## config.mk

```make
export PLATFORM = sky130hd
export DESIGN_NAME = arp_rx_counter
export DESIGN_NICKNAME = d
export VERILOG_FILES = /design/src/rtl/arp_rx_counter.sv
export SDC_FILE = /design/constraint.sdc
export NUM_CORES = 1
export LEC_CHECK = 0
export CORE_AREA = 5 5 264 266
export DETAILED_ROUTE_END_ITERATION = 10
export DIE_AREA = 0 0 269 271
export GPL_ROUTABILITY_DRIVEN = 1
export PLACE_DENSITY = 0.39
export SETUP_SLACK_MARGIN = 0.4
export SYNTH_ARGS = -nofsm -noshare
export SYNTH_HDL_FRONTEND = slang
export SYNTH_SLANG_ARGS = --single-unit
```

## constraint.sdc

```tcl
create_clock -name axil_aclk -period 3.4 [get_ports axil_aclk]
set_input_delay 0.68 -clock axil_aclk [delete_from_list [all_inputs] [get_ports axil_aclk]]
set_output_delay 0.68 -clock axil_aclk [all_outputs]
set_load 0.02 [all_outputs]
```

## src/rtl/arp_rx_counter.sv

```systemverilog
// ---------------------------------------------------------------------------
// arp_rx_counter
//
// Passive ARP monitor on a 512-bit receive AXI-Stream. Each frame is
// classified from its first (header) beat. ARP requests and replies that
// target this node are counted in two saturating counters, each with a
// sticky valid flag. The module only observes the stream. It never drives
// tready and never touches the data.
//
// Ports
//   axil_aclk            clock
//   axil_aresetn         asynchronous active-low reset
//   s_axis_tvalid/tready stream handshake (tap); beat = tvalid & tready
//   s_axis_tdata[511:0]  frame data, byte n at [8n+7:8n], byte 0 first on wire
//   s_axis_tkeep[63:0]   byte enables
//   s_axis_tlast         last beat of frame
//   local_addr[31:0]     node IPv4 address ([31:24] first on wire)
//   local_mac[47:0]      node MAC address ([47:40] first on wire)
//   cnt_clr              one-cycle pulse: clear counters and valid flags
//   regRequestCount      matched ARP request count (saturating)
//   regReplyCount        matched ARP reply count (saturating)
//   regRequestCount_vld  sticky, set on first request count after reset/clear
//   regReplyCount_vld    sticky, set on first reply count after reset/clear
// ---------------------------------------------------------------------------
module arp_rx_counter #(
    parameter int CNT_W = 16
) (
    input  logic             axil_aclk,
    input  logic             axil_aresetn,
    input  logic             s_axis_tvalid,
    input  logic             s_axis_tready,
    input  logic [511:0]     s_axis_tdata,
    input  logic [63:0]      s_axis_tkeep,
    input  logic             s_axis_tlast,
    input  logic [31:0]      local_addr,
    input  logic [47:0]      local_mac,
    input  logic             cnt_clr,
    output logic [CNT_W-1:0] regRequestCount,
    output logic [CNT_W-1:0] regReplyCount,
    output logic             regRequestCount_vld,
    output logic             regReplyCount_vld
);

    typedef enum logic {
        FIRST = 1'b0,
        BODY  = 1'b1
    } state_t;

    state_t state_reg, state_next;

    logic pend_req_reg, pend_req_next;
    logic pend_rep_reg, pend_rep_next;
    logic commit_req_reg, commit_req_next;
    logic commit_rep_reg, commit_rep_next;

    logic [CNT_W-1:0] req_cnt_reg, rep_cnt_reg;
    logic             req_vld_reg, rep_vld_reg;

    logic beat;
    assign beat = s_axis_tvalid & s_axis_tready;

    // -----------------------------------------------------------------------
    // Header field extraction. Multi-byte fields are big-endian on the wire,
    // so byte 0 of a field lands in the field's most significant octet.
    // -----------------------------------------------------------------------
    logic [47:0] dst_mac;
    logic [31:0] tpa;
    logic [15:0] ether_type;
    logic [15:0] htype;
    logic [15:0] ptype;
    logic [7:0]  hlen;
    logic [7:0]  plen;
    logic [15:0] oper;

    genvar gi;
    generate
        for (gi = 0; gi < 6; gi++) begin : g_dst_mac
            assign dst_mac[47-8*gi -: 8] = s_axis_tdata[8*gi +: 8];
        end
        for (gi = 0; gi < 4; gi++) begin : g_tpa
            assign tpa[31-8*gi -: 8] = s_axis_tdata[8*(38+gi) +: 8];
        end
    endgenerate

    assign ether_type = {s_axis_tdata[8*12 +: 8], s_axis_tdata[8*13 +: 8]};
    assign htype      = {s_axis_tdata[8*14 +: 8], s_axis_tdata[8*15 +: 8]};
    assign ptype      = {s_axis_tdata[8*16 +: 8], s_axis_tdata[8*17 +: 8]};
    assign hlen       = s_axis_tdata[8*18 +: 8];
    assign plen       = s_axis_tdata[8*19 +: 8];
    assign oper       = {s_axis_tdata[8*20 +: 8], s_axis_tdata[8*21 +: 8]};

    // Sender addresses, target MAC, the rest of the beat and the upper byte
    // enables do not take part in classification.
    logic unused_bits;
    assign unused_bits = &{1'b0, s_axis_tdata[511:336], s_axis_tdata[303:176],
                           s_axis_tkeep[63:42]};

    // -----------------------------------------------------------------------
    // Classification of the current beat as if it were a header beat.
    // -----------------------------------------------------------------------
    logic fmt_ok, dst_ok, tpa_ok, hit_req, hit_rep;

    assign fmt_ok = (&s_axis_tkeep[41:0])
                  && (ether_type == 16'h0806)
                  && (htype == 16'h0001)
                  && (ptype == 16'h0800)
                  && (hlen == 8'd6)
                  && (plen == 8'd4);
    assign dst_ok  = (dst_mac == 48'hFFFF_FFFF_FFFF) || (dst_mac == local_mac);
    assign tpa_ok  = (tpa == local_addr);
    assign hit_req = fmt_ok && dst_ok && tpa_ok && (oper == 16'd1);
    assign hit_rep = fmt_ok && dst_ok && tpa_ok && (oper == 16'd2);

    // -----------------------------------------------------------------------
    // Frame FSM, pending flags and commit pulses
    // -----------------------------------------------------------------------
    always_ff @(posedge axil_aclk or negedge axil_aresetn) begin
        if (!axil_aresetn) begin
            state_reg      <= FIRST;
            pend_req_reg   <= 1'b0;
            pend_rep_reg   <= 1'b0;
            commit_req_reg <= 1'b0;
            commit_rep_reg <= 1'b0;
        end else begin
            state_reg      <= state_next;
            pend_req_reg   <= pend_req_next;
            pend_rep_reg   <= pend_rep_next;
            commit_req_reg <= commit_req_next;
            commit_rep_reg <= commit_rep_next;
        end
    end

    always_comb begin
        logic cur_req;
        logic cur_rep;
        state_next      = state_reg;
        pend_req_next   = pend_req_reg;
        pend_rep_next   = pend_rep_reg;
        commit_req_next = 1'b0;
        commit_rep_next = 1'b0;
        // Header beat gets its verdict from the live classifier. Later beats
        // carry forward the verdict that was latched on the header beat.
        cur_req = (state_reg == FIRST) ? hit_req : pend_req_reg;
        cur_rep = (state_reg == FIRST) ? hit_rep : pend_rep_reg;
        if (beat) begin
            if (s_axis_tlast) begin
                state_next      = FIRST;
                commit_req_next = cur_req;
                commit_rep_next = cur_rep;
                pend_req_next   = 1'b0;
                pend_rep_next   = 1'b0;
            end else begin
                state_next    = BODY;
                pend_req_next = cur_req;
                pend_rep_next = cur_rep;
            end
        end
    end

    // -----------------------------------------------------------------------
    // Saturating counters with sticky valid flags. A clear in the same cycle
    // as a commit discards that commit.
    // -----------------------------------------------------------------------
    always_ff @(posedge axil_aclk or negedge axil_aresetn) begin
        if (!axil_aresetn) begin
            req_cnt_reg <= '0;
            rep_cnt_reg <= '0;
            req_vld_reg <= 1'b0;
            rep_vld_reg <= 1'b0;
        end else if (cnt_clr) begin
            req_cnt_reg <= '0;
            rep_cnt_reg <= '0;
            req_vld_reg <= 1'b0;
            rep_vld_reg <= 1'b0;
        end else begin
            if (commit_req_reg) begin
                if (req_cnt_reg != {CNT_W{1'b1}}) begin
                    req_cnt_reg <= req_cnt_reg + 1'b1;
                end
                req_vld_reg <= 1'b1;
            end
            if (commit_rep_reg) begin
                if (rep_cnt_reg != {CNT_W{1'b1}}) begin
                    rep_cnt_reg <= rep_cnt_reg + 1'b1;
                end
                rep_vld_reg <= 1'b1;
            end
        end
    end

    assign regRequestCount     = req_cnt_reg;
    assign regReplyCount       = rep_cnt_reg;
    assign regRequestCount_vld = req_vld_reg;
    assign regReplyCount_vld   = rep_vld_reg;

endmodule

```

# Yosys cells after proc, flatten, opt, wreduce, memory -nomap -nowiden
# Cells that the tools add are included.
# classes
muxes,19
reduce_logical,17
addsub,2
n_eq_ne,12
n_bitwise,1
# ops
cell,n
16-bit two-way mux,6
48-bit equality test,1
"48-bit equality test, second input constant",1
42-bit AND reduction,1
"16-bit by 1-bit adder with 16-bit output, second input constant",2
"16-bit by 1-bit equality test with 1-bit output, second input constant",2
"16-bit by 12-bit equality test with 1-bit output, second input constant",2
32-bit equality test,1
"16-bit inequality test, second input constant",2
"16-bit by 2-bit equality test with 1-bit output, second input constant",1
"8-bit by 3-bit equality test with 1-bit output, second input constant",2
1-bit two-way mux,13
1-bit logical AND,9
2-bit nonzero test,4
2-bit AND reduction,2
1-bit AND,1
1-bit logical OR,1
# totals
reg_bits,39
out_inout_bits,34
in_bits,662
elab_cells,60

# Depth between registers and ports, before layout
# depth
ltp_word,12
depth_mapped,7

# Least setup slack after synthesis
# No wires, ideal clock.
# synth_path
path_type,input -> register
start,in s_axis_tdata[97]
end,reg pend_req_reg
t_arrival_ns,1.784
n_path_buf,0
cell_stages,6
setup_ns,0.095
slack_ns,1.521
required_ns,3.305
path_cell_list,nor4b_1 -> nand4_1 -> nor4_1 -> nand4_1 -> nand3b_1 -> o31ai_1
# synth_via
elab_chain_len,11
# synth_rtl
element,line,text
"start, declared",32,"input logic [511:0] s_axis_tdata,"
16-bit by 12-bit equality test with 1-bit output,104,&& (ether_type == 16'h0806)
1-bit logical AND,104,
1-bit logical AND,105,&& (htype == 16'h0001)
1-bit logical AND,106,&& (ptype == 16'h0800)
1-bit logical AND,107,&& (hlen == 8'd6)
1-bit logical AND,108,&& (plen == 8'd4);
1-bit logical AND (3 in a row),111,assign hit_req = fmt_ok && dst_ok && tpa_ok && (oper == 16'd1);
1-bit two-way mux,143,cur_req = (state_reg == FIRST) ? hit_req : pend_req_reg;
1-bit two-way mux,146,if (s_axis_tlast) begin
"end signal, assigned",126,pend_req_reg <= pend_req_next;
"end, declared",51,"logic pend_req_reg, pend_req_next;"
# No other way between the ends.
# A chain may end at the register's enable or synchronous reset.

# Worst setup path in the final report
# layout_path
start,in local_addr[1]
end,reg pend_req_reg
# layout_via
elab_chain_len,5
# layout_rtl
element,line,text
"start, declared",35,"input logic [31:0] local_addr,"
32-bit equality test,110,assign tpa_ok = (tpa == local_addr);
1-bit logical AND (2 in a row),111,
1-bit two-way mux,143,
1-bit two-way mux,146,
# No other way between the ends.

==> results.rst <==
.. list-table::
   :header-rows: 1

   * - Metric
     - Value
   * - Setup-violating endpoint count in the final report
     - 0
   * - Period utilisation layout
     - 0.805
   * - Routing layer with the top usage in global route
     - met2
   * - First-pass GRT wire length
     - 28.3 mm
   * - Post-layout nets
     - 1356
   * - HPWL reported at the end of detailed placement
     - 19.2 mm
   * - Clock Tree Root
     - sky130_fd_sc_hd__clkbuf_16
   * - Crit Path Category
     - in2reg
   * - Required time of the worst setup path
     - 3.59 ns
   * - Final hold vios
     - 0
   * - Wire length after detailed routing
     - 20.7 mm
   * - Maximum resistive drop on vdd
     - 0.000159 V
   * - Internal power consumption
     - 1110 uW
   * - Reg2reg path depth
     - 7
   * - Num ports
     - 696
   * - Clock latency at the later pin of the worst-skew pair
     - 0.28 ns
   * - Pin count of the biggest net entering global routing
     - 40
   * - # clock sinks
     - 39
   * - Critical path capture point type
     - flip-flop
   * - Worst reg2reg endpoint
     - regRequestCount[15]
   * - Core Box Area
     - 66800 um2
   * - Number of remaining DRC errors
     - 0
   * - Share of the core filled with cells
     - 0.116
   * - Buffer levels on the longest clock path
     - 2
   * - Reported net switching power
     - 353 uW
   * - Max-cap violations
     - 0
   * - Static leakage power
     - 0.00256 uW
   * - Mean area per synthesized cell
     - 9.02 um2
   * - Hold Crit Class
     - reg2reg
   * - Final RePlAce weighted congestion
     - 0.793
   * - DIE HEIGHT
     - 271 um
   * - Worst Hold Path Cells
     - 2
   * - Worst Max-Slew Pin Slew
     - 0.911 ns
   * - Clock power frac
     - 0.319
   * - CTS HTree Levels
     - 2
   * - Wire length per cell
     - 13.2 um
   * - Setup repair after global routing missed its margin
     - no
   * - Worst hold path startpoint
     - pend_req_reg
   * - Sequential power share
     - 0.328
   * - Initial core utilization
     - 0.0482
   * - Critical-path maximum fanout
     - 2
   * - Total gr overflow
     - 0
   * - Clock edge transition at the registers on the reported setup and hold paths
     - 0.05 ns
   * - Global routing usage on met3
     - 0.0221
   * - WHS Endpoint
     - pend_req_reg
   * - Number of antenna violations at the first check in global routing
     - 3
   * - Number of port buffers
     - 321
   * - Run status
     - finished clean
   * - Antenna Violating Nets Remaining
     - 0
   * - Mapped Cells
     - 357
   * - Combinational group share of total power
     - 0.353
   * - Routing usage on met2
     - 0.0942
   * - Worst setup timing slack at the placement stage
     - -0.233 ns
   * - Signal arrival time at the worst endpoint
     - 2.92 ns
   * - Die width
     - 269 um
   * - Count of yosys warnings during synthesis
     - 0
   * - Launch instance of the worst register-to-register path
     - regRequestCount[0]
   * - Clock tree skew after final layout
     - 0.00473 ns
   * - TritonCTS buffer count
     - 5
   * - Kind of start point of the critical path
     - input pin
   * - Via count
     - 4143
   * - Vias in the first global route
     - 4645
   * - Number of search-and-repair iterations in the first detailed-routing pass
     - 4
   * - Mean number of vias per cell
     - 2.65
   * - Area growth from synthesis to layout
     - 141%
   * - Max Slew Vio Count
     - 0
   * - Nets in the synthesized netlist
     - 1021
   * - Slack of the worst reg-to-reg path
     - 1.42 ns
   * - Area of the die
     - 72900 um2
   * - Switching Fraction
     - 0.242
   * - Final period demand of the worst path
     - 2.74 ns
   * - Tot GR Track Use
     - 0.0523
   * - Met1 GRT Util
     - 0.0536
   * - Number of placement rows
     - 95
   * - Yosys cell types
     - 38
   * - Setup ws final
     - 0.664 ns
   * - CTS tree
     - built
   * - Relative slew slack
     - 0.393
   * - Post-Syn Area
     - 3220 um2
   * - DRT iter0 DRCs
     - 110
   * - Layout cell share with drive strength beyond 1
     - 0.0535
   * - Synthesis-stage register bit count
     - 39
   * - Max Freq
     - 0.365 GHz
   * - Sequential fraction of the synthesis area
     - 0.303
   * - Power density over cell area
     - 188 nW/um2
## timing repair
item	4_1_cts	5_1_grt
setup endpoints to repair	4	4
hold endpoints to repair	0	0
hold buffers	0	0
pin swaps	1	1
resized for setup	3	2
buffers inserted	0	1
## critical path, stage by stage
cell and delay (ns):
sky130_fd_sc_hd__clkdlybuf4s50_1 0.46, sky130_fd_sc_hd__xor2_1 0.20, sky130_fd_sc_hd__nor4_1 0.51, sky130_fd_sc_hd__nand4_1 0.31, sky130_fd_sc_hd__nor4b_2 0.28, sky130_fd_sc_hd__nand3b_1 0.11, sky130_fd_sc_hd__buf_4 0.17, sky130_fd_sc_hd__o31ai_1 0.19
## how the worst max path moves through the flow
stage / start / end
floorplan: s_axis_tdata[97] / pend_req_reg
global placement: s_axis_tkeep[12] / pend_req_reg
detailed placement: s_axis_tkeep[5] / pend_req_reg
CTS: s_axis_tkeep[5] / pend_req_reg
global route: s_axis_tdata[152] / pend_rep_reg
finish: local_addr[1] / pend_req_reg
## layer usage
metal	wire [um]	up-vias
met5	13	-
met4	776	2
met3	2530	26
met2	9950	299
met1	7450	1825
li1	-	1991
## power groups by stage
stage          Sequential [uW]  Combinational [uW]  Clock (uW)
5_1_grt                    480                 550         501
3_3_place_gp               488                 523           0
3_5_place_dp               488                 525           0
2_1_floorplan              482                94.2           0
6_report                   479                 515         465
4_1_cts                    480                 527         486
## kinds of logic (layout without fill, tap and decap cells)
logic type / count (synthesis) / in the layout / share of synthesized area
mux: 1 / 1 / 0.00311
flops: 39 / 39 / 0.303
simple gates: 181 / 181 / 0.328
xor+xnor: 110 / 110 / 0.299
fa+ha+maj: 2 / 2 / 0.00777
buf+inv: 9 / 344 / 0.0105
compound gates: 15 / 15 / 0.0486
other cells: 0 / 1 / 0
## synth_stat cells (all sizes together)
cell type   n  area [um2]
a2111oi     2        42.5
a21oi       6        41.3
a311oi      1        15.0
and2        1        6.26
and3        3        25.0
and4        4        38.8
clkbuf      4        15.0
dfrtp      39         976
ha          2        25.0
inv         5        18.8
mux2i       1        10.0
nand2      20        77.6
nand3      13        70.1
nand3b      2        15.0
nand4      43         284
nor2       40         158
nor3        3        15.0
nor3b       1        7.51
nor4       39         250
nor4b      10        87.6
nor4bb      2        20.0
o21ai       1        5.00
o31a        1        8.76
o31ai       4        43.8
xnor2      19         166
xor2       91         797
## area by class of cell
class	count	area, um2
diodes	1	2.50
repair buffers	332	3290
well taps	873	1090
inverters	5	18.8
clock buffers	6	139
multi-input cells	309	2240
clock inverters	1	5.00
fillers	7710	59000
flip-flops and latches	39	976
## cells in the final DEF (no fill, tap or decap), types with 2 or more instances in the layout
master                            Yosys  layout
sky130_fd_sc_hd__clkdlybuf4s50_1      0     320
sky130_fd_sc_hd__xor2_1              91      91
sky130_fd_sc_hd__nand4_1             42      42
sky130_fd_sc_hd__nor2_1              39      39
sky130_fd_sc_hd__dfrtp_1             39      39
sky130_fd_sc_hd__nor4_1              38      35
sky130_fd_sc_hd__nand2_1             19      19
sky130_fd_sc_hd__xnor2_1             19      19
sky130_fd_sc_hd__nand3_1             12      12
sky130_fd_sc_hd__buf_4                0      11
sky130_fd_sc_hd__nor4b_1             10       9
sky130_fd_sc_hd__inv_1                5       5
sky130_fd_sc_hd__a21oi_1              5       5
sky130_fd_sc_hd__clkbuf_16            0       5
sky130_fd_sc_hd__nor3_1               3       3
sky130_fd_sc_hd__nor4_2               1       3
sky130_fd_sc_hd__o31ai_1              3       3
sky130_fd_sc_hd__nor4bb_1             2       2
sky130_fd_sc_hd__nand3b_1             2       2
sky130_fd_sc_hd__and4_1               2       2
sky130_fd_sc_hd__ha_1                 2       2
## stage by stage
stage / area (um2) / total power, uW / instances / TNS (ns) / hold WS [ns]
after global placement: 7580 / 1010 / 1557 / -0.330 / 0.474
final: 7770 / 1460 / 1566 / 0 / 0.498
after global routing: 7760 / 1530 / 1565 / 0 / 0.523
after CTS: 7740 / 1490 / 1564 / 0 / 0.501
after floorplan: 3220 / 577 / 357 / 0 / 0.384
after detailed placement: 7580 / 1010 / 1557 / -0.795 / 0.489
Power figures use the tool's default switching activity.
